--- config.mk ---
export PLATFORM = sky130hd
export DESIGN_NAME = uart_tx_fifo_flat
export DESIGN_NICKNAME = d
export VERILOG_FILES = /design/src/rtl/uart_tx_fifo_if.sv /design/src/rtl/uart_tx_fifo.sv /design/src/flat_wrapper.sv
export SDC_FILE = /design/constraint.sdc
export NUM_CORES = 1
export LEC_CHECK = 0
export BUFFER_PORTS_ARGS = -buffer_cell sky130_fd_sc_hd__clkbuf_2
export CORE_UTILIZATION = 36
export DETAILED_ROUTE_END_ITERATION = 6
export PLACE_DENSITY = 0.6
export SLEW_MARGIN = 30
export SYNTH_ARGS = -nofsm -noshare
export SYNTH_HDL_FRONTEND = slang
export SYNTH_SLANG_ARGS = --single-unit
--- constraint.sdc ---
create_clock -name bd_clk -period 2.8 [get_ports bd_clk]
set_input_delay 0.7 -clock bd_clk [delete_from_list [all_inputs] [get_ports bd_clk]]
set_output_delay 0.7 -clock bd_clk [all_outputs]
set_load 0.1 [all_outputs]
--- src/rtl/uart_tx_fifo_if.sv ---
// uart_tx_fifo_if
//   Bundles the byte-queue signals between the host/PISO side and the
//   uart_tx_fifo buffer.
//   Ports (signals):
//     wr_en, wr_data[7:0]     host write request and byte
//     rd_en                   PISO pop request (one pulse per frame)
//     parity_odd              0 = even parity, 1 = odd parity
//     data_out[7:0], parity   head byte and its parity bit
//     fifo_empty, fifo_full   occupancy flags
//     count[AW:0]             number of stored bytes
//     overflow, underflow     one-cycle pulses for dropped write / ignored read
//   Modports: master = host/PISO side, slave = the FIFO.
interface uart_tx_fifo_if #(
    parameter int AW = 4
);
    logic          wr_en;
    logic [7:0]    wr_data;
    logic          rd_en;
    logic          parity_odd;
    logic [7:0]    data_out;
    logic          parity;
    logic          fifo_empty;
    logic          fifo_full;
    logic [AW:0]   count;
    logic          overflow;
    logic          underflow;

    modport master (
        output wr_en, wr_data, rd_en, parity_odd,
        input  data_out, parity, fifo_empty, fifo_full, count, overflow, underflow
    );

    modport slave (
        input  wr_en, wr_data, rd_en, parity_odd,
        output data_out, parity, fifo_empty, fifo_full, count, overflow, underflow
    );
endinterface

--- src/rtl/uart_tx_fifo.sv ---
// uart_tx_fifo
//   First-word-fall-through byte queue with parity generation, sitting
//   directly upstream of the UART PISO serialiser.
//   Ports:
//     bd_clk   baud-rate clock, all state on the rising edge
//     rst_n    asynchronous active-low reset (clears pointers/count/pulses)
//     bus      uart_tx_fifo_if.slave: write/pop handshake, head byte,
//              parity, flags, count and overflow/underflow pulses
module uart_tx_fifo #(
    parameter int DEPTH = 16,
    parameter int AW    = $clog2(DEPTH)
) (
    input  logic            bd_clk,
    input  logic            rst_n,
    uart_tx_fifo_if.slave   bus
);
    localparam logic [AW:0]   CNT_ONE  = (AW+1)'(1);
    localparam logic [AW:0]   CNT_FULL = (AW+1)'(DEPTH);
    localparam logic [AW-1:0] PTR_ONE  = AW'(1);

    logic [7:0]    mem [DEPTH];
    logic [AW-1:0] wr_ptr;
    logic [AW-1:0] rd_ptr;
    logic [AW:0]   count_q;
    logic          overflow_q;
    logic          underflow_q;

    logic          empty;
    logic          full;
    logic          wr_ok;
    logic          rd_ok;

    assign empty = (count_q == '0);
    assign full  = (count_q == CNT_FULL);

    // A pop in the same cycle frees a slot, so a write to a full queue
    // still succeeds when the PISO is popping.
    assign wr_ok = bus.wr_en & (~full | bus.rd_en);
    assign rd_ok = bus.rd_en & ~empty;

    // Storage is deliberately not reset; contents are don't-care while empty.
    always_ff @(posedge bd_clk) begin
        if (wr_ok) begin
            mem[wr_ptr] <= bus.wr_data;
        end
    end

    always_ff @(posedge bd_clk or negedge rst_n) begin
        if (!rst_n) begin
            wr_ptr      <= '0;
            rd_ptr      <= '0;
            count_q     <= '0;
            overflow_q  <= 1'b0;
            underflow_q <= 1'b0;
        end else begin
            if (wr_ok) begin
                wr_ptr <= wr_ptr + PTR_ONE;
            end
            if (rd_ok) begin
                rd_ptr <= rd_ptr + PTR_ONE;
            end
            case ({wr_ok, rd_ok})
                2'b10:   count_q <= count_q + CNT_ONE;
                2'b01:   count_q <= count_q - CNT_ONE;
                default: count_q <= count_q;
            endcase
            overflow_q  <= bus.wr_en & ~wr_ok;
            underflow_q <= bus.rd_en & ~rd_ok;
        end
    end

    // Head byte is a combinational read so a byte written into an empty
    // queue is visible right after its write edge. Only rd_en moves rd_ptr,
    // so the head stays stable while the PISO samples it.
    assign bus.data_out   = mem[rd_ptr];
    assign bus.parity     = (^mem[rd_ptr]) ^ bus.parity_odd;
    assign bus.fifo_empty = empty;
    assign bus.fifo_full  = full;
    assign bus.count      = count_q;
    assign bus.overflow   = overflow_q;
    assign bus.underflow  = underflow_q;
endmodule

--- src/flat_wrapper.sv ---
// flat-port wrapper written by rule: the top's interface ports become plain ports
module uart_tx_fifo_flat 
#(
    parameter int DEPTH = 16,
    parameter int AW    = $clog2(DEPTH)
)
  (bd_clk, rst_n, bus_wr_en, bus_wr_data, bus_rd_en, bus_parity_odd, bus_data_out, bus_parity, bus_fifo_empty, bus_fifo_full, bus_count, bus_overflow, bus_underflow);
  uart_tx_fifo_if #(.AW(AW)) bus_i ();
  input  logic bd_clk;
  input  logic rst_n;
  input wire logic [$bits(bus_i.wr_en)-1:0] bus_wr_en;
  input wire logic [$bits(bus_i.wr_data)-1:0] bus_wr_data;
  input wire logic [$bits(bus_i.rd_en)-1:0] bus_rd_en;
  input wire logic [$bits(bus_i.parity_odd)-1:0] bus_parity_odd;
  output wire logic [$bits(bus_i.data_out)-1:0] bus_data_out;
  output wire logic [$bits(bus_i.parity)-1:0] bus_parity;
  output wire logic [$bits(bus_i.fifo_empty)-1:0] bus_fifo_empty;
  output wire logic [$bits(bus_i.fifo_full)-1:0] bus_fifo_full;
  output wire logic [$bits(bus_i.count)-1:0] bus_count;
  output wire logic [$bits(bus_i.overflow)-1:0] bus_overflow;
  output wire logic [$bits(bus_i.underflow)-1:0] bus_underflow;
  assign bus_i.wr_en = bus_wr_en;
  assign bus_i.wr_data = bus_wr_data;
  assign bus_i.rd_en = bus_rd_en;
  assign bus_i.parity_odd = bus_parity_odd;
  assign bus_data_out = bus_i.data_out;
  assign bus_parity = bus_i.parity;
  assign bus_fifo_empty = bus_i.fifo_empty;
  assign bus_fifo_full = bus_i.fifo_full;
  assign bus_count = bus_i.count;
  assign bus_overflow = bus_i.overflow;
  assign bus_underflow = bus_i.underflow;
  uart_tx_fifo #(.DEPTH(DEPTH), .AW(AW)) u_core (.bd_clk(bd_clk), .rst_n(rst_n), .bus(bus_i));
endmodule
# Word-level counts from Yosys, hierarchy flattened
# Memories as Yosys holds them, arrays and structs flattened.
# Index checks and enable logic that the tools add are counted.
[totals] regBits=15 ramBits=128 wordCells=29 n_memories=1
[classes] add_sub_neg=4 eq_ne=3 n_mux=3 bitwise=10 reduce_logical=3
[memory_table] memory="u_core.mem" depth=16 word_bits=8 read_ports=1 rd_ports_with_merged_regs=0 wr=1 line="uart_tx_fifo.sv:21" rtl="logic [7:0] mem [DEPTH];"
[op_table] op="$pmux 5 s2" count=1
[op_table] op="$add 4x1->4 const B" count=2
[op_table] op="$reduce_xor 8->1" count=1
[op_table] op="$add 5x1->5 const B" count=1
[op_table] op="$eq 5x5->1 const B" count=1
[op_table] op="$logic_not 5->1" count=1
[op_table] op="$sub 5x1->5 const B" count=1
[op_table] op="$and 1x1->1" count=4
[op_table] op="$not 1->1" count=4
[op_table] op="$eq 2x1->1 const B" count=1
[op_table] op="$eq 2x2->1 const B" count=1
[op_table] op="$mux 1" count=2
[op_table] op="$reduce_bool 2->1" count=1
[op_table] op="$or 1x1->1" count=1
[op_table] op="$xor 1x1->1" count=1

# Logic depth before layout (Yosys ltp)
# Gate-level depths: netlist (run 1).
[logic_depth] word_depth=6 ltp_mapped=13

# Worst setup path before layout (run 1)
# OpenSTA, ideal clock, no wires.
[synth_path] kind="register to output" from="register u_core.rd_ptr[0]" to="output bus_parity" t_arrival_ps=4075 setup_slack_ps=-1975 path_stages_with_launch=10 n_path_buf=3 cell_sequence="dfrtp_1 > buf_6 > buf_12 > buf_12 > mux4_1 > mux2i_1 > mux2i_1 > xor2_1 > xnor2_2 > xnor3_1"
[synth_between] elab_chain_len=3
[synth_lines] element="start, declared" line="uart_tx_fifo.sv:23" rtl="logic [AW-1:0] rd_ptr;"
[synth_lines] element="start signal, assigned" line="uart_tx_fifo.sv:60" rtl="rd_ptr <= rd_ptr + PTR_ONE;"
[synth_lines] element="$mem_v2 16x8"
[synth_lines] element="via bus_data_out[7]" line="flat_wrapper.sv:15" rtl="output wire logic [$bits(bus_i.data_out)-1:0] bus_data_out;"
[synth_lines] element="$reduce_xor 8->1" line="uart_tx_fifo.sv:76" rtl="assign bus.parity = (^mem[rd_ptr]) ^ bus.parity_odd;"
[synth_lines] element="$xor 1x1->1" line="uart_tx_fifo.sv:76"
[synth_lines] element="end, declared" line="flat_wrapper.sv:16" rtl="output wire logic [$bits(bus_i.parity)-1:0] bus_parity;"
# The timed path passes the listed nets, and every way through them passes these cells.

# Worst setup path in the final report (run 1)
[layout_path] from="register u_core.rd_ptr[0]" to="output bus_parity"
[layout_between] elab_chain_len=3
[layout_lines] element="$mem_v2 16x8"
[layout_lines] element="$reduce_xor 8->1" line="uart_tx_fifo.sv:76"
[layout_lines] element="$xor 1x1->1" line="uart_tx_fifo.sv:76"
# No other way between the ends.

==> results of run 1 <==
synthesized netlist by cell type (2+ instances only):
| cell type | instances | area share, % |
|---|---|---|
| nand4_1 | 2 | 0.21 |
| ha_1 | 9 | 1.9 |
| buf_12 | 2 | 0.68 |
| buf_2 | 4 | 0.34 |
| mux4_1 | 11 | 4.9 |
| a21oi_1 | 4 | 0.34 |
| buf_6 | 2 | 0.38 |
| nand3_1 | 8 | 0.68 |
| xnor2_1 | 10 | 1.5 |
| edfxtp_1 | 128 | 65 |
| clkbuf_1 | 3 | 0.19 |
| mux4_2 | 22 | 8.4 |
| nor2b_1 | 6 | 0.63 |
| xor2_1 | 5 | 0.74 |
| and2_1 | 17 | 1.8 |
| o21ai_0 | 3 | 0.25 |
| mux2i_1 | 6 | 1.0 |
| a22oi_1 | 4 | 0.51 |
| nor3b_1 | 2 | 0.25 |
| nand2_1 | 11 | 0.70 |
| inv_1 | 8 | 0.51 |
| a21o_1 | 2 | 0.25 |
| xnor2_2 | 2 | 0.55 |
| dfrtp_1 | 15 | 6.3 |
| nor2_1 | 3 | 0.19 |
path summary, 6_finish.rpt:
check | start | end | slack [ns]
hold / removal | rst_n | u_core.rd_ptr[1] | 0.20
setup / recovery | u_core.rd_ptr[0] | bus_parity | -0.90
hold reg to reg | u_core.wr_ptr[3] | u_core.wr_ptr[3] | 0.55
setup reg to reg | u_core.bus.count[2] | u_core.bus.count[4] | 0.20
min in group bd_clk | bus_rd_en | u_core.bus.overflow | 0.48
max in group asynchronous | rst_n | u_core.bus.count[2] | 2.28
what timing repair did:
| action | in CTS | in global routing |
|---|---|---|
| setup endpoints to repair | 9 | 10 |
| setup buffers | 11 | 3 |
| gates resized for setup | 30 | 14 |
| hold buffers | 0 | 0 |
| pin swaps | 8 | 1 |
worst register-to-register path, delay by kind of cell, from the launching register on:
kind	cells	cell delay (ns)
adder cells (fa/ha/maj)	2	0.56
AND/OR/NAND/NOR	3	0.58
XOR/XNOR	2	0.27
AO/OA/AOI/OAI	3	0.37
flip-flops	1	0.52
buffers and inverters	3	0.22
kinds of logic (layout without fill, tap and decap cells):
family                     count (synthesis)  count (layout)  synth area share [%]
muxes                                     40              40                  14.5
and+or+nand+nor                           52              52                  4.76
DFF                                      143             143                  71.3
adders and majority gates                 10              10                  2.24
buffers and inverters                     20             113                  2.22
AOI/OAI and AO/OA                         16              16                  1.82
xor gates and xnor gates                  18              18                  3.15
flip-flops by register name, indices dropped and copies added, names as in the netlist:
name / flops
u_core.mem: 128
u_core.bus.count: 5
u_core.rd_ptr: 4
u_core.wr_ptr: 4
u_core.bus.overflow: 1
u_core.bus.underflow: 1
layer usage:
| layer | vias up | wire, um | global-route usage [%] |
|---|---|---|---|
| met2 | 41 | 5640 | 24.0 |
| met4 | 0 | 238 | 7.25 |
| met3 | 16 | 302 | 4.22 |
| li1 | 1345 | - | - |
| met5 | - | 0 | 0 |
| met1 | 1550 | 5400 | 20.2 |
metrics by stage:
stage               hold WS, ns  instances  setup slack, ns  TNS, ns
floorplan                 0.404        299           -0.715   -0.959
global placement          0.521        564           -0.768    -1.24
detailed placement        0.538        564           -0.770    -1.32
CTS                       0.201        605           -0.932    -3.18
global route              0.216        608            -1.02    -3.55
finish                    0.201        608           -0.902    -2.88
final cells by class:
cell class              count  area, um2  area share (%)
clock inverters            14        184            2.39
well taps                 216        270            3.52
repair buffers             73        739            9.62
flip-flops and latches    143       4230            55.1
clock buffers              18        429            5.59
multi-input cells         136       1800            23.4
inverters                   8       32.5           0.423
==> impl_metrics.json, run 1 <==
{
  "outcome": "complete, but fails checks",
  "failed_checks": "negative setup slack",
  "leading_cell_type_in_the_layout_fill_and_taps_excluded": "edfxtp_1",
  "clock-root-buffer": "clkbuf_16",
  "timing.final.hold_violations": 0,
  "finalWorstPathRequiredPeriod_ns": 3.70,
  "path_buf_inv": 2,
  "io-pin-count": 31,
  "critical_path.cell_chain": "buf_6 > mux4_1 > a22oi_2 > nand3_4 > xnor2_2 > xnor2_1 > xnor3_4 > buf_12",
  "setup_slack_ns": -0.902,
  "finClkSkew_ns": 0.0103,
  "register_clock_pin_slew_on_the_reported_worst_setup_and_hold_paths_ns": 0.06,
  "drcViolationCount": 0,
  "via_per_inst": 4.86,
  "final_net_count": 402,
  "kind_of_critical_path": "register to primary output",
  "setup_violations": 9,
  "netlist_instances": 299,
  "most-common-layout-cells": "edfxtp_1, mux4_2, buf_4",
  "fraction_of_final_layout_cells_with_drive_strength_greater_than_1_pct": 44.4,
  "cts-buffers-inserted": 17,
  "net_count_of_the_mapped_netlist": 322,
  "areaGrowthSynthToFinish_pct": 29.9,
  "synth_edf_count": 128,
  "yosysWarningCount": 0,
  "port_buffers": 30,
  "slew_viol_final": 0,
  "tritoncts": "built",
  "post-route-util_pct": 48.2,
  "clock_insertion_delay_worst_skew_ns": 0.42,
  "syn_avg_cell_area_um2": 19.8,
  "start_util_pct": 37.1,
  "yosys_register_bits": 143,
  "postRouteAntennaNets": 0,
  "seq_area_frac_synth_pct": 71.3,
  "average_wire_per_standard_cell_um": 19.0,
  "floorplan.die_area_um2": 16900,
  "globalRouteTotalUtil_pct": 15.4,
  "crit_required_ns": 2.10,
  "fill_count": 1306,
  "die_height_um": 130,
  "final_area_um2": 7680,
  "drt-total-wl_um": 11600,
  "clock_tree.buffer_depth": 2,
  "firstDrtPassIters": 4,
  "worst-path-stages": 8,
  "startpoint_type": "register",
  "ys_types": 35,
  "tightestPinTransition_ns": 0.572,
  "cp_slowest_cell": "mux4_1",
  "antenna_found_initial": 0,
  "vias_in_the_first_global_route": 3087,
  "via_count": 2952,
  "synth_area_um2": 5910,
  "placed_area_um2": 6810,
  "async_flop_share_pct": 10.5,
  "placementRows": 46,
  "overflow": 0,
  "place.gp.congestion": 0.740,
  "synthFlopType": "edfxtp_1",
  "grt_first_pass_wirelength_um": 18000,
  "timing.critical_path.max_delay_family": "XOR/XNOR gates",
  "delay_of_the_slowest_cell_on_the_worst_path_ns": 0.59,
  "clock-sinks": 143,
  "ff2ff_path_depth": 13,
  "detailedPlacementHpwl_um": 7760,
  "antenna_cells": 0,
  "worstPathArrival_ns": 3.00,
  "critical_path.endpoint_type": "primary output",
  "floorplan.die.width_um": 130,
  "rsz_0062_raised_after_global_routing": "yes",
  "dr.first_iter.drc_count": 228,
  "max-cap-violations": 0,
  "ctsHtreeMaxLevel": 4,
  "critPathMaxFanout": 4,
  "design.core.area_um2": 15900,
  "fin_crit_sh_pct": 132,
  "min_path_type": "input port to asynchronous set/reset pin",
  "grt_start_max_net_pins": 17,
  "max_freq_ghz": 0.270,
  "relative_max_transition_margin_pct": 61.9
}
Power of run 1 is left out: the tool's default activity adds up to more than one toggle a clock period on the data nets, which glitch-free logic cannot reach.
==> run 2: changes to the inputs <==
Settings changed: BUFFER_PORTS_ARGS -buffer_cell sky130_fd_sc_hd__clkbuf_2 to -buffer_cell sky130_fd_sc_hd__buf_2.
==> run 2 against run 1 <==
Critical path type unchanged. Maximum frequency shrank 0.95%. The flow still finishes with violations (negative setup slack). Wire length grew 4.7%. Clock skew shrank 0.0026 ns. Via count grew 1.4%. Core utilization shrank 0.16 points. Largest cell class unchanged. Die area is the same. Setup slack lost 0.035 ns. First-iteration DRC count shrank 9.6%. Register-to-register slack lost 0.04 ns.
==> impl_metrics.json, run 2 (synthesized netlist as in run 1, its figures left out) <==
{
  "outcome": "complete, but fails checks",
  "critical_path.endpoint_type": "primary output",
  "floorplan.die.width_um": 130,
  "tritoncts": "built",
  "met3WireLength_um": 688,
  "registers.top_by_ff_count": "u_core.mem",
  "overflow": 0,
  "register_clock_pin_slew_on_the_reported_worst_setup_and_hold_paths_ns": 0.06,
  "start_util_pct": 37.1,
  "worstPathArrival_ns": 3.04,
  "critPathMaxFanout": 7,
  "rr_startpoint": "u_core.bus.count[2]",
  "antenna_cells": 0,
  "finalWorstPathRequiredPeriod_ns": 3.74,
  "startpoint_type": "register",
  "clock_tree.buffer_depth": 2,
  "finClkSkew_ns": 0.00770,
  "slew_viol_final": 0,
  "firstDrtPassIters": 4,
  "design.core.area_um2": 15900,
  "final-seq-area_um2": 4230,
  "vias_in_the_first_global_route": 3216,
  "tightestPinTransition_ns": 0.615,
  "whs_ns": 0.201,
  "average_wire_per_standard_cell_um": 19.8,
  "leading_cell_type_in_the_layout_fill_and_taps_excluded": "edfxtp_1",
  "relative_max_transition_margin_pct": 59.0,
  "final_net_count": 406,
  "fraction_of_final_layout_cells_with_drive_strength_greater_than_1_pct": 44.2,
  "r2r-end": "u_core.bus.count[4]",
  "cp-endpoint": "bus_parity",
  "kind_of_critical_path": "register to primary output",
  "grt_first_pass_wirelength_um": 18400,
  "place.gp.congestion": 0.724,
  "via_count": 2993,
  "largest_register_ffs": 128,
  "io-pin-count": 31,
  "setup_violations": 9,
  "ctsHoldBuffers": 0,
  "placementRows": 46,
  "crit_required_ns": 2.10,
  "antenna_found_initial": 0,
  "fin_setup_tns_ns": -2.90,
  "dr.first_iter.drc_count": 206,
  "area_used_by_multi_input_combinational_logic_um2": 1790,
  "drcViolationCount": 0,
  "ff2ff_path_depth": 13,
  "ctsHtreeMaxLevel": 4,
  "crit_start": "u_core.rd_ptr[0]",
  "setup_slack_ns": -0.938,
  "via_per_inst": 4.89,
  "die_height_um": 130,
  "fill_count": 1352,
  "wl_met2_um": 6090,
  "rsz_0062_raised_after_global_routing": "yes",
  "clock-root-buffer": "clkbuf_16",
  "clock_insertion_delay_worst_skew_ns": 0.42,
  "floorplan.die_area_um2": 16900,
  "failed_checks": "negative setup slack",
  "clock-sinks": 143,
  "drt-total-wl_um": 12100,
  "grt_start_max_net_pins": 17,
  "r2r_slack_ns": 0.16,
  "postRouteAntennaNets": 0,
  "timing.final.hold_violations": 0,
  "port_buffers": 30,
  "most-common-layout-cells": "edfxtp_1, mux4_2, buf_4",
  "max-cap-violations": 0,
  "max_freq_ghz": 0.268,
  "areaGrowthSynthToFinish_pct": 29.5,
  "globalRouteTotalUtil_pct": 15.9,
  "min_path_type": "input port to asynchronous set/reset pin",
  "fin_crit_sh_pct": 133,
  "detailedPlacementHpwl_um": 7810,
  "met1Wirelength_um": 5090,
  "cts-buffers-inserted": 17,
  "top_signal_layer_used": "met4"
}
## run 2: worst max-delay path, stage by stage, from the launching register on
cell	delay (ns)
dfrtp_2	0.40
buf_12	0.14
mux4_2	0.49
mux4_2	0.53
xor2_2	0.21
xnor2_2	0.14
xnor3_4	0.52
buf_12	0.19
## run 2: stage by stage
step                      cell area, um2  instances  utilization (%)  worst slack, ns
after floorplan                     6100        299                -           -0.715
final                               7660        612             48.0           -0.938
after global placement              6730        568             42.2           -0.702
after CTS                           7570        611             47.5           -0.964
after global routing                7660        612             48.0            -1.01
after detailed placement            6730        568             42.2           -0.719
## run 2: how the worst min path moves through the flow
stage / to / cells after the start
final: u_core.bus.count[1] / 1
after global routing: u_core.bus.overflow / 1
after CTS: u_core.rd_ptr[0] / 1
after detailed placement: u_core.wr_ptr[3] / 1
after global placement: u_core.wr_ptr[3] / 1
after floorplan: u_core.bus.count[3] / 0
## run 2: repair_timing
item | CTS | global route
pin swaps | 5 | 7
resized for setup | 53 | 20
endpoints found under the setup margin | 9 | 9
buffers inserted | 11 | 3
## run 2: metal layers
layer,GRT usage [%],vias up
met5,0,-
met4,7.87,0
met3,4.14,16
met2,25.9,87
met1,19.8,1538
li1,-,1352
## run 2: area by class of cell
cell class | count | area share (%)
flip-flops and latches | 143 | 55.3
well taps | 216 | 3.53
clock inverters | 13 | 2.12
repair buffers | 77 | 9.56
clock buffers | 19 | 5.65
inverters | 8 | 0.425
multi-input cells | 136 | 23.4
Power of run 2 is left out for the same reason.
==> run 3: changes to the inputs <==
Settings changed: CORE_MARGIN set to 4, CORE_UTILIZATION 36 to 24, PLACE_DENSITY 0.6 to 0.46.
==> run 3 against run 2 <==
The run still ends with negative setup slack left. Global-route usage is 5.6 points lower. Critical path depth grew 1. Sequential share of layout area shrank 0.64 points. Setup slack worse by 0.054 ns. Final area rose by 1.2%. Critical path type unchanged. Clock-buffer cell count decreased by 2.
==> impl_metrics.json, run 3 (synthesized netlist as in run 1, its figures left out) <==
{
  "setup_slack_ns": -0.991,
  "place.gp.congestion": 0.726,
  "postRouteAntennaNets": 0,
  "io-pin-count": 31,
  "finClkSkew_ns": 0.00828,
  "placementRows": 57,
  "r2r-end": "u_core.bus.count[4]",
  "critical_path.endpoint_type": "primary output",
  "clock-root-buffer": "clkbuf_16",
  "tritoncts": "built",
  "dr.first_iter.drc_count": 140,
  "most-common-layout-cells": "edfxtp_1, buf_4, mux4_2",
  "r2r_slack_ns": 0.23,
  "globalRouteTotalUtil_pct": 10.3,
  "grt.met2_usage_pct": 16.7,
  "fin_setup_tns_ns": -3.20,
  "crit_top_cell": "mux4_2",
  "failed_checks": "negative setup slack",
  "grt_start_max_net_pins": 17,
  "relative_max_transition_margin_pct": 61.8,
  "groute.layer.met3.usage_pct": 2.12,
  "final_net_count": 405,
  "min_path_type": "input port to asynchronous set/reset pin",
  "registers.top_by_ff_count": "u_core.mem",
  "via_count": 2970,
  "tightestPinTransition_ns": 0.573,
  "fraction_of_final_layout_cells_with_drive_strength_greater_than_1_pct": 43.8,
  "finalWorstPathRequiredPeriod_ns": 3.79,
  "leading_cell_type_in_the_layout_fill_and_taps_excluded": "edfxtp_1",
  "final_area_um2": 7750,
  "ff2ff_path_depth": 13,
  "crit_required_ns": 2.10,
  "firstDrtPassIters": 4,
  "drcViolationCount": 0,
  "register_clock_pin_slew_on_the_reported_worst_setup_and_hold_paths_ns": 0.06,
  "clock_insertion_delay_worst_skew_ns": 0.43,
  "via_per_inst": 4.13,
  "die_height_um": 165,
  "cts-buffers-inserted": 17,
  "critical_path.cell_chain": "buf_4 > buf_6 > mux4_2 > mux4_2 > xor2_2 > xnor2_2 > xnor3_4 > buf_8",
  "outcome": "complete, but fails checks",
  "drt-total-wl_um": 13000,
  "cp-endpoint": "bus_parity",
  "max-cap-violations": 0,
  "port_buffers": 30,
  "delay_of_the_slowest_cell_on_the_worst_path_ns": 0.56,
  "clock-sinks": 143,
  "average_wire_per_standard_cell_um": 18.1,
  "gr-usage-met1_pct": 13.6,
  "start_util_pct": 24.4,
  "rr_startpoint": "u_core.bus.count[2]",
  "floorplan.die_area_um2": 27200,
  "max_freq_ghz": 0.264,
  "ctsHtreeMaxLevel": 4,
  "kind_of_critical_path": "register to primary output",
  "grt_most_used_layer": "met2",
  "critPathMaxFanout": 5,
  "cp_slowest_cell": "mux4_2",
  "timing.final.hold_violations": 0,
  "crit_start": "u_core.rd_ptr[0]",
  "largest_register_ffs": 128,
  "placed_area_um2": 6900,
  "design.core.area_um2": 24200,
  "detailedPlacementHpwl_um": 8860,
  "grt_first_pass_wirelength_um": 20000,
  "antenna_found_initial": 0,
  "fin_crit_sh_pct": 135,
  "clock_tree.buffer_depth": 2,
  "vias_in_the_first_global_route": 3227,
  "overflow": 0,
  "worstPathArrival_ns": 3.09,
  "startpoint_type": "register",
  "setup_violations": 9,
  "slew_viol_final": 0,
  "rsz_0062_raised_after_global_routing": "yes",
  "areaGrowthSynthToFinish_pct": 31.0,
  "antenna_cells": 0,
  "floorplan.die.width_um": 165
}
## run 3: per-stage QoR
step	cells	hold WS, ns	util (%)	setup WS [ns]
2_1_floorplan	299	0.404	-	-0.715
3_3_place_gp	680	0.521	28.4	-0.774
3_5_place_dp	680	0.528	28.4	-0.804
4_1_cts	716	0.181	31.8	-1.05
5_1_grt	719	0.205	32.0	-1.11
6_report	719	0.183	32.0	-0.991
## run 3: worst max-delay path, delay by kind of cell (launching register included)
family	cells	cell delay [ns]
mux	2	1.07
buf+inv	3	0.50
flops	1	0.41
xor+xnor	3	0.69
## run 3: how the worst min path moves through the flow
stage                                      to              from  slack, ns  cells past startpoint
after detailed placement     u_core.wr_ptr[3]  u_core.wr_ptr[3]       0.53                      1
after global placement       u_core.wr_ptr[3]  u_core.wr_ptr[3]       0.52                      1
after CTS                 u_core.bus.count[4]             rst_n       0.18                      1
final                     u_core.bus.count[4]             rst_n       0.18                      1
after floorplan           u_core.bus.count[3]             rst_n       0.40                      0
after global routing      u_core.bus.count[4]             rst_n       0.21                      1
## run 3: routing by layer
metal,share of wire [%],vias to the layer above,wire length (um)
met1,45,1546,5870
met4,1.8,0,233
met5,0,-,0
met2,51,47,6630
met3,2.4,18,317
li1,-,1359,-
## run 3: repair_timing
item	in CTS	in global routing
hold buffers	0	0
setup buffers	5	4
endpoints found under the setup margin	9	10
pin swaps	9	3
resized for setup	61	4
## run 3: final cells by class
cell class | instances | area (um2)
Tap cell | 324 | 405
Inverter | 8 | 32.5
Multi-Input combinational cell | 136 | 1770
Clock buffer | 17 | 425
Timing Repair Buffer | 76 | 737
Fill cell | 2376 | 16500
Sequential cell | 143 | 4230
Clock inverter | 15 | 146
Power of run 3 is left out for the same reason.
